$ cat src/rtl/mem_port_arbiter_if.sv
// Handshake bundle between the two cache controllers, the memory port and the arbiter.
// The slave modport is the arbiter's view; master is the view of the caches and memory around it.
interface mem_port_arbiter_if #(
    parameter int ADDR_W = 32,
    parameter int DATA_W = 32
);
    logic              ic_req_valid;
    logic [ADDR_W-1:0] ic_req_addr;
    logic              ic_req_ready;
    logic              ic_resp_valid;
    logic [DATA_W-1:0] ic_resp_data;
    logic              ic_resp_last;

    logic              dc_req_valid;
    logic              dc_req_rw;
    logic [ADDR_W-1:0] dc_req_addr;
    logic              dc_req_ready;
    logic              dc_wdata_valid;
    logic [DATA_W-1:0] dc_wdata;
    logic              dc_wdata_ready;
    logic              dc_resp_valid;
    logic [DATA_W-1:0] dc_resp_data;
    logic              dc_resp_last;

    logic              mem_req_valid;
    logic              mem_req_ready;
    logic              mem_req_rw;
    logic [ADDR_W-1:0] mem_req_addr;
    logic              mem_wdata_valid;
    logic [DATA_W-1:0] mem_wdata;
    logic              mem_wdata_ready;
    logic              mem_resp_valid;
    logic [DATA_W-1:0] mem_resp_data;

    modport slave (
        input  ic_req_valid, ic_req_addr,
        output ic_req_ready, ic_resp_valid, ic_resp_data, ic_resp_last,
        input  dc_req_valid, dc_req_rw, dc_req_addr, dc_wdata_valid, dc_wdata,
        output dc_req_ready, dc_wdata_ready, dc_resp_valid, dc_resp_data, dc_resp_last,
        output mem_req_valid, mem_req_rw, mem_req_addr, mem_wdata_valid, mem_wdata,
        input  mem_req_ready, mem_wdata_ready, mem_resp_valid, mem_resp_data
    );

    modport master (
        output ic_req_valid, ic_req_addr,
        input  ic_req_ready, ic_resp_valid, ic_resp_data, ic_resp_last,
        output dc_req_valid, dc_req_rw, dc_req_addr, dc_wdata_valid, dc_wdata,
        input  dc_req_ready, dc_wdata_ready, dc_resp_valid, dc_resp_data, dc_resp_last,
        input  mem_req_valid, mem_req_rw, mem_req_addr, mem_wdata_valid, mem_wdata,
        output mem_req_ready, mem_wdata_ready, mem_resp_valid, mem_resp_data
    );
endinterface

$ cat src/rtl/mem_port_arbiter.sv
// Round-robin arbiter sharing one line-burst memory port between the icache refill path
// and the dcache refill/writeback path; one line transaction is in flight at a time.
module mem_port_arbiter #(
    parameter int ADDR_W = 32,
    parameter int DATA_W = 32,
    parameter int BEATS  = 4
) (
    input  logic              clk,
    input  logic              reset,
    mem_port_arbiter_if.slave bus,
    output logic              busy,
    output logic              owner,
    output logic              err
);
    localparam int CNT_W = $clog2(BEATS);
    localparam int OFF_W = $clog2(BEATS * DATA_W / 8);

    typedef enum logic [1:0] {
        IDLE  = 2'd0,
        REQ   = 2'd1,
        WDATA = 2'd2,
        RDATA = 2'd3
    } state_e;

    state_e            state_q, state_d;
    logic [CNT_W-1:0]  cnt_q, cnt_d;
    logic [ADDR_W-1:0] addr_q, addr_d;
    logic              rw_q, rw_d;
    logic              owner_q, owner_d;
    logic              err_q, err_d;
    logic              busy_q, busy_d;
    logic              grant_ic_s, grant_dc_s, last_beat_s;

    // Arbitration, burst sequencing and zero-latency routing between the caches and memory.
    always_comb begin
        state_d     = state_q;
        cnt_d       = cnt_q;
        addr_d      = addr_q;
        rw_d        = rw_q;
        owner_d     = owner_q;
        err_d       = err_q;
        grant_ic_s  = 1'b0;
        grant_dc_s  = 1'b0;
        last_beat_s = (cnt_q == CNT_W'(BEATS - 1));

        bus.ic_req_ready    = 1'b0;
        bus.ic_resp_valid   = 1'b0;
        bus.ic_resp_data    = {DATA_W{1'b0}};
        bus.ic_resp_last    = 1'b0;
        bus.dc_req_ready    = 1'b0;
        bus.dc_wdata_ready  = 1'b0;
        bus.dc_resp_valid   = 1'b0;
        bus.dc_resp_data    = {DATA_W{1'b0}};
        bus.dc_resp_last    = 1'b0;
        bus.mem_req_valid   = 1'b0;
        bus.mem_req_rw      = rw_q;
        bus.mem_req_addr    = addr_q;
        bus.mem_wdata_valid = 1'b0;
        bus.mem_wdata       = {DATA_W{1'b0}};

        // A read beat arriving outside a read burst has no destination: drop it and flag it.
        if (bus.mem_resp_valid && (state_q != RDATA)) begin
            err_d = 1'b1;
        end else begin
            err_d = err_q;
        end

        case (state_q)
            IDLE: begin
                if (bus.ic_req_valid && bus.dc_req_valid) begin
                    grant_dc_s = ~owner_q;
                    grant_ic_s = owner_q;
                end else begin
                    grant_dc_s = bus.dc_req_valid;
                    grant_ic_s = bus.ic_req_valid;
                end
                if (grant_dc_s) begin
                    bus.dc_req_ready = 1'b1;
                    addr_d  = {bus.dc_req_addr[ADDR_W-1:OFF_W], {OFF_W{1'b0}}};
                    rw_d    = bus.dc_req_rw;
                    owner_d = 1'b1;
                    state_d = REQ;
                end else if (grant_ic_s) begin
                    bus.ic_req_ready = 1'b1;
                    addr_d  = {bus.ic_req_addr[ADDR_W-1:OFF_W], {OFF_W{1'b0}}};
                    rw_d    = 1'b0;
                    owner_d = 1'b0;
                    state_d = REQ;
                end else begin
                    state_d = IDLE;
                end
            end
            REQ: begin
                bus.mem_req_valid = 1'b1;
                if (bus.mem_req_ready) begin
                    cnt_d   = {CNT_W{1'b0}};
                    state_d = rw_q ? WDATA : RDATA;
                end else begin
                    state_d = REQ;
                end
            end
            WDATA: begin
                bus.mem_wdata_valid = bus.dc_wdata_valid;
                bus.mem_wdata       = bus.dc_wdata;
                bus.dc_wdata_ready  = bus.mem_wdata_ready;
                if (bus.dc_wdata_valid && bus.mem_wdata_ready) begin
                    cnt_d   = cnt_q + CNT_W'(1);
                    state_d = last_beat_s ? IDLE : WDATA;
                end else begin
                    state_d = WDATA;
                end
            end
            RDATA: begin
                if (bus.mem_resp_valid) begin
                    cnt_d   = cnt_q + CNT_W'(1);
                    state_d = last_beat_s ? IDLE : RDATA;
                    if (owner_q) begin
                        bus.dc_resp_valid = 1'b1;
                        bus.dc_resp_data  = bus.mem_resp_data;
                        bus.dc_resp_last  = last_beat_s;
                    end else begin
                        bus.ic_resp_valid = 1'b1;
                        bus.ic_resp_data  = bus.mem_resp_data;
                        bus.ic_resp_last  = last_beat_s;
                    end
                end else begin
                    state_d = RDATA;
                end
            end
            default: begin
                state_d = IDLE;
            end
        endcase

        busy_d = (state_d != IDLE);
    end

    // State, beat counter, latched request and status registers.
    always_ff @(posedge clk or negedge reset) begin
        if (!reset) begin
            state_q <= IDLE;
            cnt_q   <= {CNT_W{1'b0}};
            addr_q  <= {ADDR_W{1'b0}};
            rw_q    <= 1'b0;
            owner_q <= 1'b0;
            err_q   <= 1'b0;
            busy_q  <= 1'b0;
        end else begin
            state_q <= state_d;
            cnt_q   <= cnt_d;
            addr_q  <= addr_d;
            rw_q    <= rw_d;
            owner_q <= owner_d;
            err_q   <= err_d;
            busy_q  <= busy_d;
        end
    end

    assign busy  = busy_q;
    assign owner = owner_q;
    assign err   = err_q;
endmodule

$ cat src/flat_wrapper.sv
// flat-port wrapper written by rule: the top's interface ports become plain ports
module mem_port_arbiter_flat 
#(
    parameter int ADDR_W = 32,
    parameter int DATA_W = 32,
    parameter int BEATS  = 4
)
  (clk, reset, busy, owner, err, bus_ic_req_valid, bus_ic_req_addr, bus_ic_req_ready, bus_ic_resp_valid, bus_ic_resp_data, bus_ic_resp_last, bus_dc_req_valid, bus_dc_req_rw, bus_dc_req_addr, bus_dc_wdata_valid, bus_dc_wdata, bus_dc_req_ready, bus_dc_wdata_ready, bus_dc_resp_valid, bus_dc_resp_data, bus_dc_resp_last, bus_mem_req_valid, bus_mem_req_rw, bus_mem_req_addr, bus_mem_wdata_valid, bus_mem_wdata, bus_mem_req_ready, bus_mem_wdata_ready, bus_mem_resp_valid, bus_mem_resp_data);
  mem_port_arbiter_if #(.ADDR_W(ADDR_W), .DATA_W(DATA_W)) bus_i ();
  input  logic clk;
  input  logic reset;
  output logic busy;
  output logic owner;
  output logic err;
  input wire logic [$bits(bus_i.ic_req_valid)-1:0] bus_ic_req_valid;
  input wire logic [$bits(bus_i.ic_req_addr)-1:0] bus_ic_req_addr;
  output wire logic [$bits(bus_i.ic_req_ready)-1:0] bus_ic_req_ready;
  output wire logic [$bits(bus_i.ic_resp_valid)-1:0] bus_ic_resp_valid;
  output wire logic [$bits(bus_i.ic_resp_data)-1:0] bus_ic_resp_data;
  output wire logic [$bits(bus_i.ic_resp_last)-1:0] bus_ic_resp_last;
  input wire logic [$bits(bus_i.dc_req_valid)-1:0] bus_dc_req_valid;
  input wire logic [$bits(bus_i.dc_req_rw)-1:0] bus_dc_req_rw;
  input wire logic [$bits(bus_i.dc_req_addr)-1:0] bus_dc_req_addr;
  input wire logic [$bits(bus_i.dc_wdata_valid)-1:0] bus_dc_wdata_valid;
  input wire logic [$bits(bus_i.dc_wdata)-1:0] bus_dc_wdata;
  output wire logic [$bits(bus_i.dc_req_ready)-1:0] bus_dc_req_ready;
  output wire logic [$bits(bus_i.dc_wdata_ready)-1:0] bus_dc_wdata_ready;
  output wire logic [$bits(bus_i.dc_resp_valid)-1:0] bus_dc_resp_valid;
  output wire logic [$bits(bus_i.dc_resp_data)-1:0] bus_dc_resp_data;
  output wire logic [$bits(bus_i.dc_resp_last)-1:0] bus_dc_resp_last;
  output wire logic [$bits(bus_i.mem_req_valid)-1:0] bus_mem_req_valid;
  output wire logic [$bits(bus_i.mem_req_rw)-1:0] bus_mem_req_rw;
  output wire logic [$bits(bus_i.mem_req_addr)-1:0] bus_mem_req_addr;
  output wire logic [$bits(bus_i.mem_wdata_valid)-1:0] bus_mem_wdata_valid;
  output wire logic [$bits(bus_i.mem_wdata)-1:0] bus_mem_wdata;
  input wire logic [$bits(bus_i.mem_req_ready)-1:0] bus_mem_req_ready;
  input wire logic [$bits(bus_i.mem_wdata_ready)-1:0] bus_mem_wdata_ready;
  input wire logic [$bits(bus_i.mem_resp_valid)-1:0] bus_mem_resp_valid;
  input wire logic [$bits(bus_i.mem_resp_data)-1:0] bus_mem_resp_data;
  assign bus_i.ic_req_valid = bus_ic_req_valid;
  assign bus_i.ic_req_addr = bus_ic_req_addr;
  assign bus_ic_req_ready = bus_i.ic_req_ready;
  assign bus_ic_resp_valid = bus_i.ic_resp_valid;
  assign bus_ic_resp_data = bus_i.ic_resp_data;
  assign bus_ic_resp_last = bus_i.ic_resp_last;
  assign bus_i.dc_req_valid = bus_dc_req_valid;
  assign bus_i.dc_req_rw = bus_dc_req_rw;
  assign bus_i.dc_req_addr = bus_dc_req_addr;
  assign bus_i.dc_wdata_valid = bus_dc_wdata_valid;
  assign bus_i.dc_wdata = bus_dc_wdata;
  assign bus_dc_req_ready = bus_i.dc_req_ready;
  assign bus_dc_wdata_ready = bus_i.dc_wdata_ready;
  assign bus_dc_resp_valid = bus_i.dc_resp_valid;
  assign bus_dc_resp_data = bus_i.dc_resp_data;
  assign bus_dc_resp_last = bus_i.dc_resp_last;
  assign bus_mem_req_valid = bus_i.mem_req_valid;
  assign bus_mem_req_rw = bus_i.mem_req_rw;
  assign bus_mem_req_addr = bus_i.mem_req_addr;
  assign bus_mem_wdata_valid = bus_i.mem_wdata_valid;
  assign bus_mem_wdata = bus_i.mem_wdata;
  assign bus_i.mem_req_ready = bus_mem_req_ready;
  assign bus_i.mem_wdata_ready = bus_mem_wdata_ready;
  assign bus_i.mem_resp_valid = bus_mem_resp_valid;
  assign bus_i.mem_resp_data = bus_mem_resp_data;
  mem_port_arbiter #(.ADDR_W(ADDR_W), .DATA_W(DATA_W), .BEATS(BEATS)) u_core (.clk(clk), .reset(reset), .bus(bus_i), .busy(busy), .owner(owner), .err(err));
endmodule
$ cat config.mk
export PLATFORM = sky130hd
export DESIGN_NAME = mem_port_arbiter_flat
export DESIGN_NICKNAME = d
export VERILOG_FILES = /design/src/rtl/mem_port_arbiter_if.sv /design/src/rtl/mem_port_arbiter.sv /design/src/flat_wrapper.sv
export SDC_FILE = /design/constraint.sdc
export NUM_CORES = 1
export LEC_CHECK = 0
export CAP_MARGIN = 40
export CORE_AREA = 3 3 106 108
export CTS_BUF_LIST = sky130_fd_sc_hd__clkbuf_8
export DETAILED_ROUTE_END_ITERATION = 7
export DIE_AREA = 0 0 109 111
export PLACE_DENSITY_LB_ADDON = 0.15
export SLEW_MARGIN = 40
export SYNTH_ARGS = -nofsm -noshare
export SYNTH_HDL_FRONTEND = slang
export SYNTH_SLANG_ARGS = --single-unit
$ cat constraint.sdc
create_clock -name clk -period 1.9 [get_ports clk]
set_clock_uncertainty 0.15 [all_clocks]
set_input_delay 0.57 -clock clk [delete_from_list [all_inputs] [get_ports clk]]
set_output_delay 0.57 -clock clk [all_outputs]
set_load 0.005 [all_outputs]
# Word level (Yosys, flattened, before mapping)

Cells that the tools add are included.

Register bits after elaboration: 40
Input bits: 137
Output and inout bits: 141
Word-level logic and storage cells: 75

Add/sub/neg operators: 1
Equality and inequality tests: 8
Mux-type cells: 49
Bitwise gates (word level): 1
Reductions and logical operators: 9

Operators with widths:

| kind                                                                  | count |
|---|---|
| 32-bit 2-to-1 mux                                                     | 9 |
| 1-bit 2-to-1 mux                                                      | 29 |
| 2-bit 2-to-1 mux                                                      | 9 |
| 2-bit case mux with 4 select lines                                    | 1 |
| 2-bit equality test, second input constant                            | 3 |
| 2-bit != test, second input constant                                  | 3 |
| 2-bit case mux with 3 select lines                                    | 1 |
| 4-bit AND reduction                                                   | 1 |
| 2-bit nonzero test                                                    | 2 |
| 1-bit logical AND                                                     | 3 |
| 3-bit nonzero test                                                    | 1 |
| 2-bit by 1-bit adder with 2-bit output, second input constant         | 1 |
| 2-bit by 1-bit equality test with 1-bit output, second input constant | 1 |
| 2-bit logical NOT                                                     | 1 |
| 2-bit by 1-bit != test with 1-bit output, second input constant       | 1 |
| 2-bit AND reduction                                                   | 1 |
| 1-bit inverter                                                        | 1 |

# Longest topological paths before layout

Depth after elaboration: 7
Gate-level depth with buffers: 5
Depth with buffers taken out: 4

# Worst setup path before layout

OpenSTA, ideal clock, no wires.

Kind: in2out
Start point: input bus_mem_resp_valid
End point: output bus_dc_resp_data[22]
Arrival: 1.278 ns
Required time: 1.180 ns
Path slack: -0.098 ns
Stages: 4
Cell sequence: nand3_1 > nor2_1 > clkbuf_1 > and2_1

Cells in the longest elaborated chain, start to end: 2

Ends and longest elaborated chain:

| what              | RTL line                | text |
|---|---|---|
| from (decl)       | flat_wrapper.sv:38      | `input wire logic [$bits(bus_i.mem_resp_valid)-1:0] bus_mem_resp_valid;` |
| 32-bit 2-to-1 mux | mem_port_arbiter.sv:114 | `if (bus.mem_resp_valid) begin` |
| 32-bit 2-to-1 mux | mem_port_arbiter.sv:68  | `case (state_q)` |
| to (decl)         | flat_wrapper.sv:29      | `output wire logic [$bits(bus_i.dc_resp_data)-1:0] bus_dc_resp_data;` |

Every way passes these cells.

# Worst setup path in the final report

Start point: register u_core.owner_q, in the netlist u_core.owner
End point: output bus_dc_resp_data[17]

Cells in the longest elaborated chain, start to end: 3

Ends and longest elaborated chain:

| what                   | RTL line                | text |
|---|---|---|
| from (decl)            | mem_port_arbiter.sv:29  | `logic owner_q, owner_d;` |
| from (signal assigned) | mem_port_arbiter.sv:153 | `owner_q <= owner_d;` |
| 32-bit 2-to-1 mux      | mem_port_arbiter.sv:117 | `if (owner_q) begin` |
| 32-bit 2-to-1 mux      | mem_port_arbiter.sv:114 |  |
| 32-bit 2-to-1 mux      | mem_port_arbiter.sv:68  |  |

Every way passes these cells.

==> results.py <==
metrics = {
    "outcome": {
        "outcome": "finished with violations",
        "violations": "negative setup slack",
    },
    "synthesis": {
        "ys_ff_latch": 36,
        "synth_top_area_share_pct": 35.49,
        "yosysWarnings": 0,
        "synth_area_leaders": "dfrtp_1, and2_1, mux2_2, mux2_4, clkbuf_1",
        "synthCells": 254,
        "yosysUniqueCellTypes": 27,
        "synthMostInstantiatedCell": "and2_1",
        "yosysTopAreaCell": "dfrtp_1",
        "synth_edf_count": 0,
        "ys_seq_area_share_pct": 35.49,
        "synthTopCellsByCount": "and2_1, mux2_2, dfrtp_1, clkbuf_1, mux2_4",
        "synth_ff_type": "dfrtp_1",
        "async_flop_share_pct": 100.0,
        "postSynthAreaPerCell_um2": 9.995,
        "synthesis.area_mm2": 0.002539,
    },
    "timing": {
        "fin_ws_ns": -0.4052,
        "setup_viol_count_final": 105,
        "hold_viol": 0,
        "finalMaxSlewViolations": 0,
        "fin_crit_sh_pct": 121.3,
        "finalSetupTns_ns": -30.14,
        "hold-worst-slack_ns": 0.04142,
        "fmax_mhz": 433.8,
        "rsz0062_at_grt": "true",
        "fin_crit_ns": 2.305,
    },
    "grt": {
        "grt_use_total_pct": 17.92,
        "grt_pass1_vias": 3088,
        "grt_max_degree": 36,
        "antenna_found_initial": 0,
        "grt_first_pass_wirelength_um": 17090,
        "globalRouteOverflowTotal": 0,
    },
    "pwr": {
        "p_per_area_mw_per_mm2": 986.9,
        "leakage_nw": 3.304,
        "vdd_drop_max_v": 0.0005152,
    },
    "floorplan": {
        "die_h_um": 111,
        "pin_count": 278,
        "start_util_pct": 24.59,
        "rows": 37,
        "dieArea_mm2": 0.01210,
        "fp.coreArea_mm2": 0.01032,
        "die_w_um": 109,
    },
    "placement": {
        "hpwl_um": 8333,
        "place_area_mm2": 0.005492,
        "gp_congestion": 0.7905,
        "post-place-ws_ns": -1.048,
        "port_buffers": 265,
    },
    "final_layout": {
        "final_area_mm2": 0.006634,
        "diodes": 0,
        "drive_gt1_share_pct": 55.03,
        "area_growth_pct": 161.3,
        "fill_cells": 818,
        "nets": 713,
    },
    "clock_network": {
        "htree_levels": 2,
        "path_clk_slew_ns": 0.08,
        "clock_latency_ns": 0.29,
        "tritoncts": "yes",
        "cts_buffer_depth": 2,
        "cts_root_buf": "clkbuf_8",
        "cts_made_buffers": 5,
        "cts.sinks": 36,
        "cts_hold_buf": 0,
    },
    "detailed_routing": {
        "routed-via-count": 3133,
        "antenna_left": 0,
        "route.detailed.drc": 0,
        "via_per_inst": 4.400,
        "routed_wl_um": 12800,
        "routedWlPerCell_um": 17.98,
        "drt_iter0_drc": 116,
        "dr.pass1.iters": 4,
    },
    "worst_hold_path": {
        "hold_class": "in2async",
    },
    "setup_path": {
        "worstPathRequired_ns": 1.18,
        "cp_top_family": "buffers and inverters",
        "cpMaxStageDelayCell": "dfrtp_2",
        "critical_path.cell_chain": "inv_2 > nor2_4 > buf_6 > buf_16 > buf_12 > buf_12 > and2_4 > buf_6",
        "path_max_fanout": 4,
        "worstPathArrival_ns": 1.59,
        "worstSetupStartpointType": "flop",
        "cp-end-kind": "output port",
        "crit_buf_inv": 6,
        "setup.worst_path.class": "reg2out",
        "max_stage_delay_ns": 0.45,
    },
    "flow_run": {
        "maxCapViolCount": 0,
    },
}
## repair_timing
| item | 4_1_cts | 5_1_grt |
|---|---|---|
| gates cloned | 9 | 7 |
| pin swaps | 47 | 15 |
| resized for setup | 503 | 142 |
| endpoints found under the setup margin | 135 | 163 |
| setup buffers | 31 | 13 |
## worst reg2reg max path, delay by kind of cell (launching register included)
kind	cells	cell delay, ns
buf+inv	3	0.43
mux	2	0.56
flops	1	0.45
compound gates	1	0.18
## through the flow
step           util [%]  power [mW]  std cells
2_1_floorplan         -       2.665        257
3_3_place_gp      53.19       4.847        658
3_5_place_dp      53.19       4.886        658
4_1_cts           60.03       6.290        704
5_1_grt           64.26       6.952        712
6_report          64.26       6.547        712
## path summary, 6_finish.rpt
path                              startpoint  slack, ns                     endpoint  cells after the start
worst min register to register    u_core.err       0.31                   u_core.err                      1
max in group asynchronous              reset       1.08            u_core.state_q[0]                      2
worst min-delay path                   reset       0.04  u_core.bus.mem_req_addr[27]                      1
min in group clk                  u_core.err       0.31                   u_core.err                      1
worst max register to register  u_core.owner       0.02  u_core.bus.mem_req_addr[14]                      6
worst max-delay path            u_core.owner      -0.41         bus_dc_resp_data[17]                      8
## layer usage
| layer | up-vias | part of all wire (%) | GRT usage, % |
|---|---|---|---|
| li1 | 1475 | - | - |
| met1 | 1471 | 34 | 18.85 |
| met2 | 160 | 54 | 34.07 |
| met3 | 27 | 9.1 | 5.358 |
| met4 | 0 | 2.6 | 4.125 |
| met5 | - | 0 | 0 |
## cells in the final DEF (no fill, tap or decap), types with 8 or more instances in the layout
cell / synthesis / final
buf_4: 4 / 23
and2_4: 0 / 65
buf_6: 2 / 90
clkdlybuf4s15_2: 0 / 22
buf_2: 5 / 16
buf_12: 0 / 8
mux2_4: 9 / 32
and2_1: 102 / 37
mux2_2: 47 / 24
dfrtp_1: 36 / 34
dlymetal6s2s_1: 0 / 30
clkdlybuf4s50_1: 0 / 126
## final cells by class
class	instances	area, um^2	share of cell area (%)
sequential	36	903.4	13.62
timing repair buffer	332	3620	54.56
multi-input combinational	199	1848	27.86
inverter	1	3.754	0.05658
clock inverter	3	20.02	0.3018
clock buffer	5	68.82	1.037
tap	136	170.2	2.565
## state kept, by name (all words and copies together) (netlist names)
name / cells
u_core.err: 1
u_core.bus.mem_req_rw: 1
u_core.busy: 1
u_core.state_q: 2
u_core.bus.mem_req_addr: 28
u_core.cnt_q: 2
u_core.owner: 1
## report_power, final
part           internal, mW  switching (mW)  total (mW)
clock network         0.256           0.287       0.543
logic                  3.07            1.57        4.64
registers              1.15           0.211        1.36
## cells by family after synthesis
family / share of synthesized area, %
multiplexers: 26.17
buffers and inverters: 4.682
other: 0.1477
flip-flops: 35.49
AO/OA/AOI/OAI: 3.499
adder cells (fa/ha/maj): 0.4928
AND/OR/NAND/NOR: 29.52
(Power assumes the default switching activity.)
